### config.mk
export PLATFORM = sky130hd
export DESIGN_NAME = decode_stage_flat
export DESIGN_NICKNAME = d
export VERILOG_FILES = /design/src/rtl/decode_stage_if.sv /design/src/rtl/decode_stage.sv /design/src/flat_wrapper.sv
export SDC_FILE = /design/constraint.sdc
export NUM_CORES = 1
export LEC_CHECK = 0
export BUFFER_PORTS_ARGS = -buffer_cell sky130_fd_sc_hd__buf_2
export CAP_MARGIN = 40
export CORE_AREA = 2 2 160 162
export DETAILED_ROUTE_END_ITERATION = 8
export DIE_AREA = 0 0 162 164
export GPL_ROUTABILITY_DRIVEN = 0
export PLACE_DENSITY = 0.75
export SYNTH_ARGS = -nofsm -noshare
export SYNTH_HDL_FRONTEND = slang
export SYNTH_SLANG_ARGS = --single-unit
### constraint.sdc
create_clock -name i_Clk_1 -period 3.88 [get_ports i_Clk_1]
set_clock_uncertainty 0.05 [all_clocks]
set_input_delay 0.582 -clock i_Clk_1 [delete_from_list [all_inputs] [get_ports i_Clk_1]]
set_output_delay 0.582 -clock i_Clk_1 [all_outputs]
set_load 0.1 [all_outputs]
### src/rtl/decode_stage_if.sv
// Fetch -> ID -> EX bundle for decode_stage: fetch handshake, GRF read/forward
// ports, hazard inputs and the registered decode payload.
interface decode_stage_if #(
  parameter bit EN_M = 1'b0
);
  localparam int ALU_W = 12 + 8 * int'(EN_M);

  logic             i_Valid_1;
  logic             o_Ready_1;
  logic [31:0]      i_PC_32;
  logic [31:0]      i_Inst_32;
  logic [4:0]       o_GRFReadAddr1_5;
  logic [4:0]       o_GRFReadAddr2_5;
  logic [31:0]      i_GRFReadData1_32;
  logic [31:0]      i_GRFReadData2_32;
  logic             i_FwdWen_1;
  logic [4:0]       i_FwdAddr_5;
  logic [31:0]      i_FwdData_32;
  logic             i_EXLoad_1;
  logic [4:0]       i_EXRd_5;
  logic             i_Flush_1;
  logic             o_Valid_1;
  logic             i_Ready_1;
  logic [31:0]      o_PC_32;
  logic [31:0]      o_Imm_32;
  logic [31:0]      o_ALUOperand1_32;
  logic [31:0]      o_ALUOperand2_32;
  logic [31:0]      o_RS2Data_32;
  logic [ALU_W-1:0] o_ALUControl;
  logic [4:0]       o_GRFWriteAddr_5;
  logic             o_GRFWen_1;
  logic             o_Load_1;
  logic             o_Store_1;
  logic             o_LoadSign_1;
  logic [1:0]       o_LoadStoreWidth_2;
  logic [7:0]       o_JumpBranchType_8;
  logic             o_UnsignedCMP_1;
  logic             o_Illegal_1;
  logic [31:0]      o_StallCnt_32;

  modport master (
    output i_Valid_1, i_PC_32, i_Inst_32, i_GRFReadData1_32, i_GRFReadData2_32,
           i_FwdWen_1, i_FwdAddr_5, i_FwdData_32, i_EXLoad_1, i_EXRd_5,
           i_Flush_1, i_Ready_1,
    input  o_Ready_1, o_GRFReadAddr1_5, o_GRFReadAddr2_5, o_Valid_1, o_PC_32,
           o_Imm_32, o_ALUOperand1_32, o_ALUOperand2_32, o_RS2Data_32,
           o_ALUControl, o_GRFWriteAddr_5, o_GRFWen_1, o_Load_1, o_Store_1,
           o_LoadSign_1, o_LoadStoreWidth_2, o_JumpBranchType_8,
           o_UnsignedCMP_1, o_Illegal_1, o_StallCnt_32
  );

  modport slave (
    input  i_Valid_1, i_PC_32, i_Inst_32, i_GRFReadData1_32, i_GRFReadData2_32,
           i_FwdWen_1, i_FwdAddr_5, i_FwdData_32, i_EXLoad_1, i_EXRd_5,
           i_Flush_1, i_Ready_1,
    output o_Ready_1, o_GRFReadAddr1_5, o_GRFReadAddr2_5, o_Valid_1, o_PC_32,
           o_Imm_32, o_ALUOperand1_32, o_ALUOperand2_32, o_RS2Data_32,
           o_ALUControl, o_GRFWriteAddr_5, o_GRFWen_1, o_Load_1, o_Store_1,
           o_LoadSign_1, o_LoadStoreWidth_2, o_JumpBranchType_8,
           o_UnsignedCMP_1, o_Illegal_1, o_StallCnt_32
  );
endinterface

### src/rtl/decode_stage.sv
// RV32I(+M) decode stage: decode, GRF read with write-back forwarding,
// load-use hazard detection and a valid/ready output register.
module decode_stage #(
  parameter bit EN_M = 1'b0
) (
  input logic          i_Clk_1,
  input logic          i_RstN_1,
  decode_stage_if.slave bus
);
  localparam int ALU_W = 12 + 8 * int'(EN_M);

  localparam logic [6:0] OPC_LUI    = 7'b0110111, OPC_AUIPC = 7'b0010111,
                         OPC_JAL    = 7'b1101111, OPC_JALR  = 7'b1100111,
                         OPC_BRANCH = 7'b1100011, OPC_LOAD  = 7'b0000011,
                         OPC_STORE  = 7'b0100011, OPC_OPIMM = 7'b0010011,
                         OPC_OP     = 7'b0110011, OPC_FENCE = 7'b0001111,
                         OPC_SYSTEM = 7'b1110011;

  localparam int A_ADD = 11, A_PC4 = 10, A_SUB = 9, A_SLT = 8, A_SLTU = 7, A_AND = 6,
                 A_OR = 5, A_XOR = 4, A_SLL = 3, A_SRL = 2, A_SRA = 1, A_LUI = 0;

  function automatic logic [11:0] f3_alu(input logic [2:0] f3, input logic alt);
    logic [11:0] v;
    v = '0;
    case (f3)
      3'b000:  v[alt ? A_SUB : A_ADD] = 1'b1;
      3'b001:  v[A_SLL]  = 1'b1;
      3'b010:  v[A_SLT]  = 1'b1;
      3'b011:  v[A_SLTU] = 1'b1;
      3'b100:  v[A_XOR]  = 1'b1;
      3'b101:  v[alt ? A_SRA : A_SRL] = 1'b1;
      3'b110:  v[A_OR]   = 1'b1;
      default: v[A_AND]  = 1'b1;
    endcase
    return v;
  endfunction

  logic [31:0] w_inst;
  logic [6:0]  w_opcode, w_f7;
  logic [2:0]  w_f3;
  logic [4:0]  w_rs1, w_rs2, w_rd;
  logic        w_legal, w_wen_op, w_load, w_store, w_rs1_used, w_rs2_used;
  logic        w_op1_pc, w_op2_rs2;
  logic [31:0] w_imm, w_rs1_fwd, w_rs2_fwd;
  logic [ALU_W-1:0] w_alu;
  logic [7:0]  w_jbt;
  logic        w_hazard, w_advance, w_accept;

  assign w_inst   = bus.i_Inst_32;
  assign w_opcode = w_inst[6:0];
  assign w_rd     = w_inst[11:7];
  assign w_f3     = w_inst[14:12];
  assign w_rs1    = w_inst[19:15];
  assign w_rs2    = w_inst[24:20];
  assign w_f7     = w_inst[31:25];

  // NOTE: every always_comb output gets a default first so no path can infer a latch.
  always_comb begin
    w_legal = 1'b0; w_wen_op = 1'b0; w_load = 1'b0; w_store = 1'b0;
    w_rs1_used = 1'b1; w_rs2_used = 1'b0; w_op1_pc = 1'b0; w_op2_rs2 = 1'b0;
    w_imm = '0; w_alu = '0; w_jbt = '0;
    case (w_opcode)
      OPC_LUI: begin
        w_legal = 1'b1; w_wen_op = 1'b1; w_rs1_used = 1'b0;
        w_imm = {w_inst[31:12], 12'b0}; w_alu[A_LUI] = 1'b1;
      end
      OPC_AUIPC: begin
        w_legal = 1'b1; w_wen_op = 1'b1; w_rs1_used = 1'b0; w_op1_pc = 1'b1;
        w_imm = {w_inst[31:12], 12'b0}; w_alu[A_ADD] = 1'b1;
      end
      OPC_JAL: begin
        w_legal = 1'b1; w_wen_op = 1'b1; w_rs1_used = 1'b0; w_op1_pc = 1'b1;
        w_imm = {{12{w_inst[31]}}, w_inst[19:12], w_inst[20], w_inst[30:21], 1'b0};
        w_alu[A_PC4] = 1'b1; w_jbt[7] = 1'b1;
      end
      OPC_JALR: begin
        w_legal = (w_f3 == 3'b000); w_wen_op = 1'b1;
        w_imm = {{20{w_inst[31]}}, w_inst[31:20]};
        w_alu[A_PC4] = 1'b1; w_jbt[6] = 1'b1;
      end
      OPC_BRANCH: begin
        w_legal = (w_f3 != 3'b010) && (w_f3 != 3'b011); w_rs2_used = 1'b1;
        w_imm = {{20{w_inst[31]}}, w_inst[7], w_inst[30:25], w_inst[11:8], 1'b0};
        case (w_f3)
          3'b000:  w_jbt[5] = 1'b1;
          3'b001:  w_jbt[4] = 1'b1;
          3'b100:  w_jbt[3] = 1'b1;
          3'b110:  w_jbt[2] = 1'b1;
          3'b101:  w_jbt[1] = 1'b1;
          3'b111:  w_jbt[0] = 1'b1;
          default: w_jbt = '0;
        endcase
      end
      OPC_LOAD: begin
        w_legal = (w_f3 != 3'b011) && (w_f3 != 3'b110) && (w_f3 != 3'b111);
        w_wen_op = 1'b1; w_load = 1'b1; w_alu[A_ADD] = 1'b1;
        w_imm = {{20{w_inst[31]}}, w_inst[31:20]};
      end
      OPC_STORE: begin
        w_legal = (w_f3 < 3'b011); w_store = 1'b1; w_rs2_used = 1'b1;
        w_alu[A_ADD] = 1'b1;
        w_imm = {{20{w_inst[31]}}, w_inst[31:25], w_inst[11:7]};
      end
      OPC_OPIMM: begin
        w_wen_op = 1'b1; w_imm = {{20{w_inst[31]}}, w_inst[31:20]};
        case (w_f3)
          3'b001:  w_legal = (w_f7 == 7'b0000000);
          3'b101:  w_legal = (w_f7 == 7'b0000000) || (w_f7 == 7'b0100000);
          default: w_legal = 1'b1;
        endcase
        // Only shifts use bit 30 as a variant select; ADDI's bit 30 is immediate.
        w_alu[11:0] = f3_alu(w_f3, (w_f3 == 3'b101) && w_inst[30]);
      end
      OPC_OP: begin
        w_wen_op = 1'b1; w_rs2_used = 1'b1; w_op2_rs2 = 1'b1;
        if ((w_f7 == 7'b0000000) ||
            ((w_f7 == 7'b0100000) && ((w_f3 == 3'b000) || (w_f3 == 3'b101)))) begin
          w_legal = 1'b1;
          w_alu[11:0] = f3_alu(w_f3, w_inst[30]);
        end else if (EN_M && (w_f7 == 7'b0000001)) begin
          w_legal = 1'b1;
          for (int k = 12; k < ALU_W; k++) w_alu[k] = (k == 19 - int'(w_f3));
        end
      end
      OPC_FENCE:  w_legal = (w_f3 == 3'b000);
      OPC_SYSTEM: w_legal = (w_inst == 32'h0000_0073) || (w_inst == 32'h0010_0073);
      default:    w_legal = 1'b0;
    endcase
  end

  assign w_rs1_fwd = (bus.i_FwdWen_1 && (bus.i_FwdAddr_5 != 5'd0) && (bus.i_FwdAddr_5 == w_rs1))
                     ? bus.i_FwdData_32 : bus.i_GRFReadData1_32;
  assign w_rs2_fwd = (bus.i_FwdWen_1 && (bus.i_FwdAddr_5 != 5'd0) && (bus.i_FwdAddr_5 == w_rs2))
                     ? bus.i_FwdData_32 : bus.i_GRFReadData2_32;

  assign w_hazard  = bus.i_Valid_1 && bus.i_EXLoad_1 && (bus.i_EXRd_5 != 5'd0) &&
                     ((w_rs1_used && (w_rs1 == bus.i_EXRd_5)) ||
                      (w_rs2_used && (w_rs2 == bus.i_EXRd_5)));
  assign w_advance = !bus.o_Valid_1 || bus.i_Ready_1;
  assign w_accept  = bus.i_Valid_1 && !w_hazard;

  assign bus.o_Ready_1        = bus.i_Flush_1 || (w_advance && !w_hazard);
  assign bus.o_GRFReadAddr1_5 = w_rs1;
  assign bus.o_GRFReadAddr2_5 = w_rs2;

  logic             r_valid, r_wen, r_load, r_store, r_load_sign, r_ucmp, r_illegal;
  logic [31:0]      r_pc, r_imm, r_op1, r_op2, r_rs2_data, r_stall_cnt;
  logic [ALU_W-1:0] r_alu;
  logic [4:0]       r_waddr;
  logic [1:0]       r_width;
  logic [7:0]       r_jbt;

  // NOTE: state uses non-blocking assignments only, so every register samples pre-edge values.
  always_ff @(posedge i_Clk_1 or negedge i_RstN_1) begin
    if (!i_RstN_1) begin
      r_valid <= 1'b0; r_wen <= 1'b0; r_load <= 1'b0; r_store <= 1'b0;
      r_load_sign <= 1'b0; r_ucmp <= 1'b0; r_illegal <= 1'b0;
      r_pc <= '0; r_imm <= '0; r_op1 <= '0; r_op2 <= '0; r_rs2_data <= '0;
      r_alu <= '0; r_waddr <= '0; r_width <= '0; r_jbt <= '0; r_stall_cnt <= '0;
    end else begin
      if (bus.i_Flush_1) begin
        r_valid <= 1'b0;
      end else if (w_advance) begin
        r_valid <= w_accept;
        if (w_accept) begin
          r_pc        <= bus.i_PC_32;
          r_imm       <= w_imm;
          r_op1       <= w_op1_pc ? bus.i_PC_32 : w_rs1_fwd;
          r_op2       <= w_op2_rs2 ? w_rs2_fwd : w_imm;
          r_rs2_data  <= w_rs2_fwd;
          r_waddr     <= w_rd;
          r_illegal   <= !w_legal;
          r_wen       <= w_legal && w_wen_op && (w_rd != 5'd0);
          r_load      <= w_legal && w_load;
          r_store     <= w_legal && w_store;
          r_load_sign <= w_legal && w_load && !w_f3[2];
          r_width     <= (w_legal && (w_load || w_store))
                         ? ((w_f3[1:0] == 2'b10) ? 2'b11 : w_f3[1:0]) : 2'b00;
          r_alu       <= w_legal ? w_alu : '0;
          r_jbt       <= w_legal ? w_jbt : '0;
          r_ucmp      <= w_legal && (w_jbt[2] || w_jbt[0]);
        end
      end
      if (w_hazard && !bus.i_Flush_1 && (r_stall_cnt != 32'hFFFF_FFFF))
        r_stall_cnt <= r_stall_cnt + 32'd1;
    end
  end

  assign bus.o_Valid_1          = r_valid;
  assign bus.o_PC_32            = r_pc;
  assign bus.o_Imm_32           = r_imm;
  assign bus.o_ALUOperand1_32   = r_op1;
  assign bus.o_ALUOperand2_32   = r_op2;
  assign bus.o_RS2Data_32       = r_rs2_data;
  assign bus.o_ALUControl       = r_alu;
  assign bus.o_GRFWriteAddr_5   = r_waddr;
  assign bus.o_GRFWen_1         = r_wen;
  assign bus.o_Load_1           = r_load;
  assign bus.o_Store_1          = r_store;
  assign bus.o_LoadSign_1       = r_load_sign;
  assign bus.o_LoadStoreWidth_2 = r_width;
  assign bus.o_JumpBranchType_8 = r_jbt;
  assign bus.o_UnsignedCMP_1    = r_ucmp;
  assign bus.o_Illegal_1        = r_illegal;
  assign bus.o_StallCnt_32      = r_stall_cnt;
endmodule

### src/flat_wrapper.sv
// flat-port wrapper written by rule: the top's interface ports become plain ports
module decode_stage_flat 
#(
  parameter bit EN_M = 1'b0
)
  (i_Clk_1, i_RstN_1, bus_i_Valid_1, bus_i_PC_32, bus_i_Inst_32, bus_i_GRFReadData1_32, bus_i_GRFReadData2_32, bus_i_FwdWen_1, bus_i_FwdAddr_5, bus_i_FwdData_32, bus_i_EXLoad_1, bus_i_EXRd_5, bus_i_Flush_1, bus_i_Ready_1, bus_o_Ready_1, bus_o_GRFReadAddr1_5, bus_o_GRFReadAddr2_5, bus_o_Valid_1, bus_o_PC_32, bus_o_Imm_32, bus_o_ALUOperand1_32, bus_o_ALUOperand2_32, bus_o_RS2Data_32, bus_o_ALUControl, bus_o_GRFWriteAddr_5, bus_o_GRFWen_1, bus_o_Load_1, bus_o_Store_1, bus_o_LoadSign_1, bus_o_LoadStoreWidth_2, bus_o_JumpBranchType_8, bus_o_UnsignedCMP_1, bus_o_Illegal_1, bus_o_StallCnt_32);
  decode_stage_if #(.EN_M(EN_M)) bus_i ();
  input logic i_Clk_1;
  input logic i_RstN_1;
  input wire logic [$bits(bus_i.i_Valid_1)-1:0] bus_i_Valid_1;
  input wire logic [$bits(bus_i.i_PC_32)-1:0] bus_i_PC_32;
  input wire logic [$bits(bus_i.i_Inst_32)-1:0] bus_i_Inst_32;
  input wire logic [$bits(bus_i.i_GRFReadData1_32)-1:0] bus_i_GRFReadData1_32;
  input wire logic [$bits(bus_i.i_GRFReadData2_32)-1:0] bus_i_GRFReadData2_32;
  input wire logic [$bits(bus_i.i_FwdWen_1)-1:0] bus_i_FwdWen_1;
  input wire logic [$bits(bus_i.i_FwdAddr_5)-1:0] bus_i_FwdAddr_5;
  input wire logic [$bits(bus_i.i_FwdData_32)-1:0] bus_i_FwdData_32;
  input wire logic [$bits(bus_i.i_EXLoad_1)-1:0] bus_i_EXLoad_1;
  input wire logic [$bits(bus_i.i_EXRd_5)-1:0] bus_i_EXRd_5;
  input wire logic [$bits(bus_i.i_Flush_1)-1:0] bus_i_Flush_1;
  input wire logic [$bits(bus_i.i_Ready_1)-1:0] bus_i_Ready_1;
  output wire logic [$bits(bus_i.o_Ready_1)-1:0] bus_o_Ready_1;
  output wire logic [$bits(bus_i.o_GRFReadAddr1_5)-1:0] bus_o_GRFReadAddr1_5;
  output wire logic [$bits(bus_i.o_GRFReadAddr2_5)-1:0] bus_o_GRFReadAddr2_5;
  output wire logic [$bits(bus_i.o_Valid_1)-1:0] bus_o_Valid_1;
  output wire logic [$bits(bus_i.o_PC_32)-1:0] bus_o_PC_32;
  output wire logic [$bits(bus_i.o_Imm_32)-1:0] bus_o_Imm_32;
  output wire logic [$bits(bus_i.o_ALUOperand1_32)-1:0] bus_o_ALUOperand1_32;
  output wire logic [$bits(bus_i.o_ALUOperand2_32)-1:0] bus_o_ALUOperand2_32;
  output wire logic [$bits(bus_i.o_RS2Data_32)-1:0] bus_o_RS2Data_32;
  output wire logic [$bits(bus_i.o_ALUControl)-1:0] bus_o_ALUControl;
  output wire logic [$bits(bus_i.o_GRFWriteAddr_5)-1:0] bus_o_GRFWriteAddr_5;
  output wire logic [$bits(bus_i.o_GRFWen_1)-1:0] bus_o_GRFWen_1;
  output wire logic [$bits(bus_i.o_Load_1)-1:0] bus_o_Load_1;
  output wire logic [$bits(bus_i.o_Store_1)-1:0] bus_o_Store_1;
  output wire logic [$bits(bus_i.o_LoadSign_1)-1:0] bus_o_LoadSign_1;
  output wire logic [$bits(bus_i.o_LoadStoreWidth_2)-1:0] bus_o_LoadStoreWidth_2;
  output wire logic [$bits(bus_i.o_JumpBranchType_8)-1:0] bus_o_JumpBranchType_8;
  output wire logic [$bits(bus_i.o_UnsignedCMP_1)-1:0] bus_o_UnsignedCMP_1;
  output wire logic [$bits(bus_i.o_Illegal_1)-1:0] bus_o_Illegal_1;
  output wire logic [$bits(bus_i.o_StallCnt_32)-1:0] bus_o_StallCnt_32;
  assign bus_i.i_Valid_1 = bus_i_Valid_1;
  assign bus_i.i_PC_32 = bus_i_PC_32;
  assign bus_i.i_Inst_32 = bus_i_Inst_32;
  assign bus_i.i_GRFReadData1_32 = bus_i_GRFReadData1_32;
  assign bus_i.i_GRFReadData2_32 = bus_i_GRFReadData2_32;
  assign bus_i.i_FwdWen_1 = bus_i_FwdWen_1;
  assign bus_i.i_FwdAddr_5 = bus_i_FwdAddr_5;
  assign bus_i.i_FwdData_32 = bus_i_FwdData_32;
  assign bus_i.i_EXLoad_1 = bus_i_EXLoad_1;
  assign bus_i.i_EXRd_5 = bus_i_EXRd_5;
  assign bus_i.i_Flush_1 = bus_i_Flush_1;
  assign bus_i.i_Ready_1 = bus_i_Ready_1;
  assign bus_o_Ready_1 = bus_i.o_Ready_1;
  assign bus_o_GRFReadAddr1_5 = bus_i.o_GRFReadAddr1_5;
  assign bus_o_GRFReadAddr2_5 = bus_i.o_GRFReadAddr2_5;
  assign bus_o_Valid_1 = bus_i.o_Valid_1;
  assign bus_o_PC_32 = bus_i.o_PC_32;
  assign bus_o_Imm_32 = bus_i.o_Imm_32;
  assign bus_o_ALUOperand1_32 = bus_i.o_ALUOperand1_32;
  assign bus_o_ALUOperand2_32 = bus_i.o_ALUOperand2_32;
  assign bus_o_RS2Data_32 = bus_i.o_RS2Data_32;
  assign bus_o_ALUControl = bus_i.o_ALUControl;
  assign bus_o_GRFWriteAddr_5 = bus_i.o_GRFWriteAddr_5;
  assign bus_o_GRFWen_1 = bus_i.o_GRFWen_1;
  assign bus_o_Load_1 = bus_i.o_Load_1;
  assign bus_o_Store_1 = bus_i.o_Store_1;
  assign bus_o_LoadSign_1 = bus_i.o_LoadSign_1;
  assign bus_o_LoadStoreWidth_2 = bus_i.o_LoadStoreWidth_2;
  assign bus_o_JumpBranchType_8 = bus_i.o_JumpBranchType_8;
  assign bus_o_UnsignedCMP_1 = bus_i.o_UnsignedCMP_1;
  assign bus_o_Illegal_1 = bus_i.o_Illegal_1;
  assign bus_o_StallCnt_32 = bus_i.o_StallCnt_32;
  decode_stage #(.EN_M(EN_M)) u_core (.i_Clk_1(i_Clk_1), .i_RstN_1(i_RstN_1), .bus(bus_i));
endmodule
==> results.toml, run 1 <==
[clocking]
post_cts_resized = 0
holdBufCountCts = 0
cts_root_buf = "clkbuf_16"
cts_tree = "built"
clkTransAtPathRegs_ps = 60
insertion_delay_ps = 510
cts_buffers = 25
post-cts-setup-buffer-count = 0
clockBufferDepth = 3
clock_sinks = 226
cts_htree_levels = 1

[worst_setup_path]
cp_top_family = "simple AND/OR/NAND/NOR gates"
rr_endpoint = "u_core.bus.o_StallCnt_32[29]$_DFFE_PN0P_"
startpoint_type = "input pin"
r2r-start = "u_core.bus.o_StallCnt_32[16]$_DFFE_PN0P_"
crit_arrival_ps = 2490
r2r_cells = 7
r2r_setup_slack_ps = 1280
end_kind = "output port"
cp.required_ps = 3250
cp_num_buf_inv = 2
crit_fanout = 12
cpMaxStageDelayCell = "nor4_1"
max_stage_delay_ps = 650
path_common_cell = "buf_2"
path_cells = "buf_2 > and4b_1 > o21a_1 > nor4_1 > o31ai_2 > buf_2"
cp_num_cells = 6
path_class = "in -> out"

[synth]
ys_warn_count = 0
synth_most_common_cell = "nand2_1"
netlist.area_leader.share_pct = 52.0
ys_top_cells_by_count = "nand2_1 (237), dfrtp_1 (226), nor2_1 (77)"
async_flop_share_pct = 100
synth.area.top_cells = "dfrtp_1 (52%), nand2_1 (8.2%), mux2i_1 (5.9%)"
synth_fp_nets = 1291
syn_area_um2 = 10900
synth_area_leader_cell = "dfrtp_1"
synth_seq_cells = 226
syn_inst = 1113
ys.flop_type = "dfrtp_1"
syn_area_per_cell_um2 = 9.78
synth-edff-count = 0
synth_cell_types = 59
yosysSeqAreaShare_pct = 52.0

[routing]
drt-initial-drc-count = 909
detail_route.first_pass.iterations = 7
via_per_inst = 5.51
ant_nets = 0
dr_total_vias = 10100
wl_um = 37400
wl_per_cell_um = 20.3
remaining_drc_errors = 0

[grt]
grt.overflow.total = 0
gr-usage-all-layers_pct = 27.4
grt_pass1_vias = 9751
grt_max_degree = 104
grt_pass1_wl_um = 56800
antenna_found_initial = 3

[pwr]
pwr_density_cell_nw_per_um2 = 587
p_leak_nw = 7.11
ir_drop_v = 0.000386

[floorplanning]
coreArea_um2 = 24800
io_pins = 414
die_area_um2 = 26600
start_util_pct = 43.8
die_w_um = 162
die_h_um = 164
num_rows = 58

[sta]
slew_headroom_pct = 45.4
report.final.setup_viol = 0
max_freq_mhz = 320
hold_viol_final = 0
rsz0062_at_grt = "false"
period_needed_ps = 3130
tightest_slew_ps = 818
fin_tns_setup_ps = 0
worst_hold_slack_ps = 71.9
fin_crit_sh_pct = 80.5
drv_slew = 0

[cells_and_area]
final_layout_size_suffix_gt1_share_pct = 32.6
synthToLayoutAreaGrowth_pct = 29.1
nets = 1671

[outcome]
status = "finished clean"

[placed_design]
dp_hpwl_um = 28100
port_buffers = 413

[run]
maxCapViolations = 0

[worst_hold_path]
min_path_type = "in -> async"
per-stage QoR:
stage / area (µm²) / setup slack, ps / util [%] / power (W) / std cells
final: 14000 / 755 / 56.6 / 0.00825 / 1840
after global routing: 14000 / 613 / 56.6 / 0.00852 / 1839
after CTS: 14000 / 772 / 56.6 / 0.00830 / 1838
after detailed placement: 13200 / 470 / 53.3 / 0.00593 / 1796
after global placement: 13200 / 576 / 53.3 / 0.00590 / 1795
after floorplan: 10900 / 420 / - / 0.00526 / 1113
cells by family after synthesis:
family,share of synthesized area [%]
buffers and inverters,3.90
DFF,52.0
and+or+nand+nor,18.5
AOI/OAI and AO/OA,15.4
muxes,5.99
adders and majority gates,0.115
xor gates and xnor gates,4.18
area by class of cell:
| class | instances | area [µm²] |
|---|---|---|
| inverters | 9 | 33.8 |
| diodes | 2 | 5.00 |
| well taps | 330 | 413 |
| multi-input cells | 795 | 4850 |
| fillers | 2220 | 10800 |
| clock inverters | 8 | 100 |
| repair buffers | 436 | 2280 |
| flip-flops and latches | 226 | 5660 |
| clock buffers | 34 | 709 |
worst max-delay path by stage:
stage                          start                                          end  slack (ps)
floorplan            bus_i_EXRd_5[0]                                bus_o_Ready_1         420
global placement    bus_i_Inst_32[4]  u_core.bus.o_ALUOperand1_32[14]$_DFFE_PN0P_         580
detailed placement  bus_i_Inst_32[4]  u_core.bus.o_ALUOperand1_32[22]$_DFFE_PN0P_         470
CTS                 bus_i_Inst_32[4]                                bus_o_Ready_1         770
global route        bus_i_Inst_32[4]                                bus_o_Ready_1         610
finish              bus_i_Inst_32[4]                                bus_o_Ready_1         750
cell usage in the layout (no fill, tap or decap), types with 25 or more instances in the layout:
cell type	netlist	final
a211oi_1	33	33
a21o_1	33	33
buf_2	15	412
clkbuf_16	0	25
dfrtp_1	226	226
mux2i_1	64	64
nand2_1	237	237
nand3_1	28	28
nor2_1	77	77
o21a_1	33	33
o21ai_0	57	56
o22a_1	25	25
xor2_1	30	30
registers in the layout (all words and copies together), names as in the netlist, 2 cells and up:
signal	cells
u_core.bus.o_ALUControl	12
u_core.bus.o_ALUOperand1_32	32
u_core.bus.o_ALUOperand2_32	32
u_core.bus.o_GRFWriteAddr_5	5
u_core.bus.o_Imm_32	32
u_core.bus.o_JumpBranchType_8	8
u_core.bus.o_LoadStoreWidth_2	2
u_core.bus.o_PC_32	32
u_core.bus.o_RS2Data_32	32
u_core.bus.o_StallCnt_32	32
per-layer routing:
metal	vias up	global-route usage (%)	routed length, µm
met1	4883	36.7	15400
met4	0	10.6	1500
met5	-	0	0
met2	504	44.3	17500
met3	88	5.20	3020
li1	4657	-	-
where the power goes:
part	internal [W]	switching (W)
clock	0.00141	0.000956
sequential	0.00263	0.000156
combinational	0.000471	0.00263
Note: power is estimated with default switching activity, not from simulation.
==> inputs of run 2 (changes only) <==
Clock period 3.88 ns to 3.02 ns, I/O delays scaled along.
==> results.toml, run 2 (synthesized netlist as in run 1, its figures left out) <==
[floorplanning]
io_pins = 414
die_w_um = 162
die_area_um2 = 26600
die_h_um = 164
num_rows = 58
coreArea_um2 = 24800
start_util_pct = 43.8

[worst_setup_path]
startpoint_type = "input pin"
cp.required_ps = 2520
r2r_setup_slack_ps = 560
rr_endpoint = "u_core.bus.o_StallCnt_32[27]$_DFFE_PN0P_"
r2r_cells = 8
end_kind = "output port"
crit_arrival_ps = 2070
crit_fanout = 3
r2r-start = "u_core.bus.o_StallCnt_32[0]$_DFFE_PN0P_"
path_class = "in -> out"

[routing]
ant_nets = 0
via_per_inst = 5.53
dr_total_vias = 10300
wl_um = 37900
detail_route.first_pass.iterations = 5
drt-initial-drc-count = 1068
wl_per_cell_um = 20.4
remaining_drc_errors = 0

[cells_and_area]
num_antenna_cells = 0
final_layout_size_suffix_gt1_share_pct = 33.7
synthToLayoutAreaGrowth_pct = 32.3
nets = 1689
n_fill_cell = 2166
final_common_cell = "buf_2"
layout_common_cells = "buf_2 (411), nand2_1 (237), dfrtp_1 (226)"

[grt]
antenna_found_initial = 0
grt_pass1_wl_um = 57000
gr-usage-all-layers_pct = 27.6
grt_max_degree = 74
grt_pass1_vias = 9768
grt.overflow.total = 0

[clocking]
cts_buffers = 26
clkTransAtPathRegs_ps = 60
cts_root_buf = "clkbuf_16"
post-cts-setup-buffer-count = 0
cts_htree_levels = 1
cts_tree = "built"
insertion_delay_ps = 530
clock_sinks = 226
clockBufferDepth = 3

[sta]
report.final.setup_viol = 0
slew_headroom_pct = 37.9
period_needed_ps = 2580
max_freq_mhz = 388
tightest_slew_ps = 924
rsz0062_at_grt = "false"
drv_slew = 0
hold_viol_final = 0
fin_crit_sh_pct = 85.3
worst_hold_slack_ps = 74.8
fin_tns_setup_ps = 0

[worst_hold_path]
holdPathStages = 3
min_path_type = "in -> reg"
min_to = "u_core.bus.o_PC_32[9]$_DFFE_PN0P_"
worstHoldStart = "bus_i_PC_32[9]"

[placed_design]
dp_hpwl_um = 28700
port_buffers = 413

[run]
maxCapViolations = 0

[pwr]
ir_drop_v = 0.000465
pwr_density_cell_nw_per_um2 = 760
p_leak_nw = 7.29

[outcome]
status = "finished clean"
run 2: changes by cell type in the layout (fill, tap and decap cells not counted), sizes merged:
cell and delta:
buf +16, clkbuf -3, diode -2, dlygate4sd3 +1, bufinv +3, clkinv +5
run 2: per-layer routing:
| metal | routed length, µm | GRT usage [%] | vias up |
|---|---|---|---|
| met1 | 15400 | 36.9 | 4982 |
| met4 | 1410 | 9.41 | 0 |
| li1 | - | - | 4702 |
| met2 | 17800 | 44.9 | 501 |
| met3 | 3350 | 5.96 | 92 |
| met5 | 0 | 0 | - |
run 2: critical path, cell delays in order:
cell      delay, ps
buf_2           120
or4_1           530
o211ai_2        210
nor4_1          110
buf_4           170
o31ai_4         260
buf_12          210
run 2: timing repair:
| item | 4_1_cts | 5_1_grt |
|---|---|---|
| resized for setup | 0 | 0 |
| endpoints found under the hold margin | 62 | 0 |
| hold buffers | 1 | 0 |
run 2: through the flow:
| stage | std cells | cell area, µm² | total power, W | worst slack [ps] | utilization (%) |
|---|---|---|---|---|---|
| 2_1_floorplan | 1113 | 10900 | 0.00676 | 23.2 | - |
| 3_3_place_gp | 1812 | 13500 | 0.00762 | 145 | 54.3 |
| 3_5_place_dp | 1812 | 13500 | 0.00767 | 87.0 | 54.3 |
| 4_1_cts | 1860 | 14400 | 0.0110 | 448 | 58.0 |
| 5_1_grt | 1860 | 14400 | 0.0113 | 340 | 58.0 |
| 6_report | 1860 | 14400 | 0.0109 | 443 | 58.0 |
run 2: worst max-delay path by stage:
stage	startpoint	endpoint	slack (ps)
after floorplan	u_core.bus.o_StallCnt_32[17]$_DFFE_PN0P_	u_core.bus.o_StallCnt_32[1]$_DFFE_PN0P_	20
after global placement	bus_i_EXRd_5[0]	u_core.bus.o_ALUOperand2_32[11]$_DFFE_PN0P_	140
after detailed placement	bus_i_EXRd_5[0]	u_core.bus.o_ALUOperand1_32[29]$_DFFE_PN0P_	90
after CTS	bus_i_EXRd_5[0]	bus_o_Ready_1	450
after global routing	u_core.bus.o_StallCnt_32[0]$_DFFE_PN0P_	u_core.bus.o_StallCnt_32[27]$_DFFE_PN0P_	340
final	bus_i_EXRd_5[0]	bus_o_Ready_1	440
run 2: cell type report:
type | instances | area (µm²) | area share, %
inverters | 9 | 33.8 | 0.235
repair buffers | 453 | 2530 | 17.6
well taps | 330 | 413 | 2.87
clock buffers | 31 | 689 | 4.79
clock inverters | 16 | 223 | 1.55
flip-flops and latches | 226 | 5660 | 39.3
multi-input cells | 795 | 4860 | 33.7
run 2: where the power goes:
group | internal [W] | switching, W | leakage, nW
Combinational | 0.000632 | 0.00340 | 3.98
Clock | 0.00206 | 0.00127 | 0.452
Sequential | 0.00338 | 0.000206 | 2.86
==> inputs of run 3 (changes only) <==
Settings changed: MAX_ROUTING_LAYER from default to met4.
==> results.toml, run 3 (synthesized netlist as in run 1, its figures left out) <==
[sta]
slew_headroom_pct = 37.8
tightest_slew_ps = 926
hold_viol_final = 0
rsz0062_at_grt = "false"
drv_slew = 0
period_needed_ps = 2570
report.final.setup_viol = 0
fin_crit_sh_pct = 85.1
max_freq_mhz = 389
fin_tns_setup_ps = 0

[worst_setup_path]
cpMaxStageDelayCell = "or4_1"
max_stage_delay_ps = 530
startpoint_type = "input pin"
r2r-start = "u_core.bus.o_StallCnt_32[0]$_DFFE_PN0P_"
crit_fanout = 3
cp.required_ps = 2520
critPathLaunch = "bus_i_EXRd_5[0]"
end_kind = "output port"
crit_arrival_ps = 2070
r2r_cells = 8
path_class = "in -> out"
path_cells = "buf_2 > or4_1 > o211ai_2 > nor4_1 > buf_4 > o31ai_4 > buf_12"

[clocking]
clkTransAtPathRegs_ps = 60
clockBufferDepth = 3
cts_buffers = 26
cts_root_buf = "clkbuf_16"
cts_htree_levels = 1
cts_tree = "built"
insertion_delay_ps = 540
post-cts-setup-buffer-count = 0
clock_sinks = 226

[worst_hold_path]
min_path_type = "in -> reg"
holdPathStages = 3
worstHoldStart = "bus_i_PC_32[9]"

[cells_and_area]
design_area_um2 = 14400
multiInputGateArea_um2 = 4860
n_fill_cell = 2166
final_common_cell = "buf_2"
synthToLayoutAreaGrowth_pct = 32.3
final_layout_size_suffix_gt1_share_pct = 33.7
final_util_pct = 58.0
num_antenna_cells = 0
nets = 1689
layout_common_cells = "buf_2 (411), nand2_1 (237), dfrtp_1 (226)"
ff_latch_area_um2 = 5660

[floorplanning]
die_w_um = 162
num_rows = 58
start_util_pct = 43.8
die_h_um = 164
coreArea_um2 = 24800
io_pins = 414
die_area_um2 = 26600

[grt]
gr-usage-all-layers_pct = 28.4
antenna_found_initial = 0
grt.overflow.total = 0
grt_max_degree = 74
grt_pass1_vias = 9756
grt_pass1_wl_um = 56900

[routing]
remaining_drc_errors = 0
detail_route.first_pass.iterations = 5
dr_total_vias = 10300
ant_nets = 0
via_per_inst = 5.53
wl_um = 38000
wl_per_cell_um = 20.4
drt-initial-drc-count = 1029

[outcome]
status = "finished clean"

[pwr]
pwr_density_cell_nw_per_um2 = 760
ir_drop_v = 0.000464
p_leak_nw = 7.29

[placed_design]
post_dp_cell_area_um2 = 13500
port_buffers = 413
dp_hpwl_um = 28700

[run]
maxCapViolations = 0
run 3: per-layer routing:
| metal | vias to the layer above | GRT usage (%) | share of wire [%] |
|---|---|---|---|
| li1 | 4693 | - | - |
| met1 | 4963 | 37.0 | 40 |
| met2 | 537 | 44.8 | 47 |
| met3 | 94 | 5.86 | 9.1 |
| met4 | 0 | 9.49 | 3.8 |
| met5 | - | - | 0 |
run 3: repair_timing:
action	in CTS	in global routing
hold endpoints to repair	62	0
resized for setup	0	0
hold buffers	1	0
run 3: layout make-up:
class | count | share of cell area [%]
flip-flops and latches | 226 | 39.3
multi-input cells | 795 | 33.7
repair buffers | 453 | 17.6
clock buffers | 31 | 4.79
well taps | 330 | 2.87
clock inverters | 16 | 1.55
inverters | 9 | 0.235
run 3: through the flow:
stage,cells,power [W],worst slack [ps],hold slack (ps)
final,1860,0.0109,451,74.6
after global routing,1860,0.0113,340,70.0
after CTS,1860,0.0110,448,55.6
after detailed placement,1812,0.00767,87.0,391
after global placement,1812,0.00762,145,384
after floorplan,1113,0.00676,23.2,107
run 3: final timing paths:
path                       slack (ps)                                            to
hold reg to reg                   420  u_core.bus.o_JumpBranchType_8[3]$_DFFE_PN0P_
min in group asynchronous         400    u_core.bus.o_GRFWriteAddr_5[2]$_DFFE_PN0P_
max in group asynchronous        1650      u_core.bus.o_StallCnt_32[21]$_DFFE_PN0P_
hold / removal                     70             u_core.bus.o_PC_32[9]$_DFFE_PN0P_
setup / recovery                  450                                 bus_o_Ready_1
setup reg to reg                  560      u_core.bus.o_StallCnt_32[27]$_DFFE_PN0P_
run 3: critical path: cells and delay by family:
family	cells	cell delay [ps]
AOI/OAI and AO/OA	2	460
buffers and inverters	3	490
and+or+nand+nor	2	640
run 3: where the power goes:
part | switching [W] | total [W] | internal [W]
clock | 0.00127 | 0.00333 | 0.00206
sequential | 0.000205 | 0.00358 | 0.00338
combinational | 0.00340 | 0.00404 | 0.000632
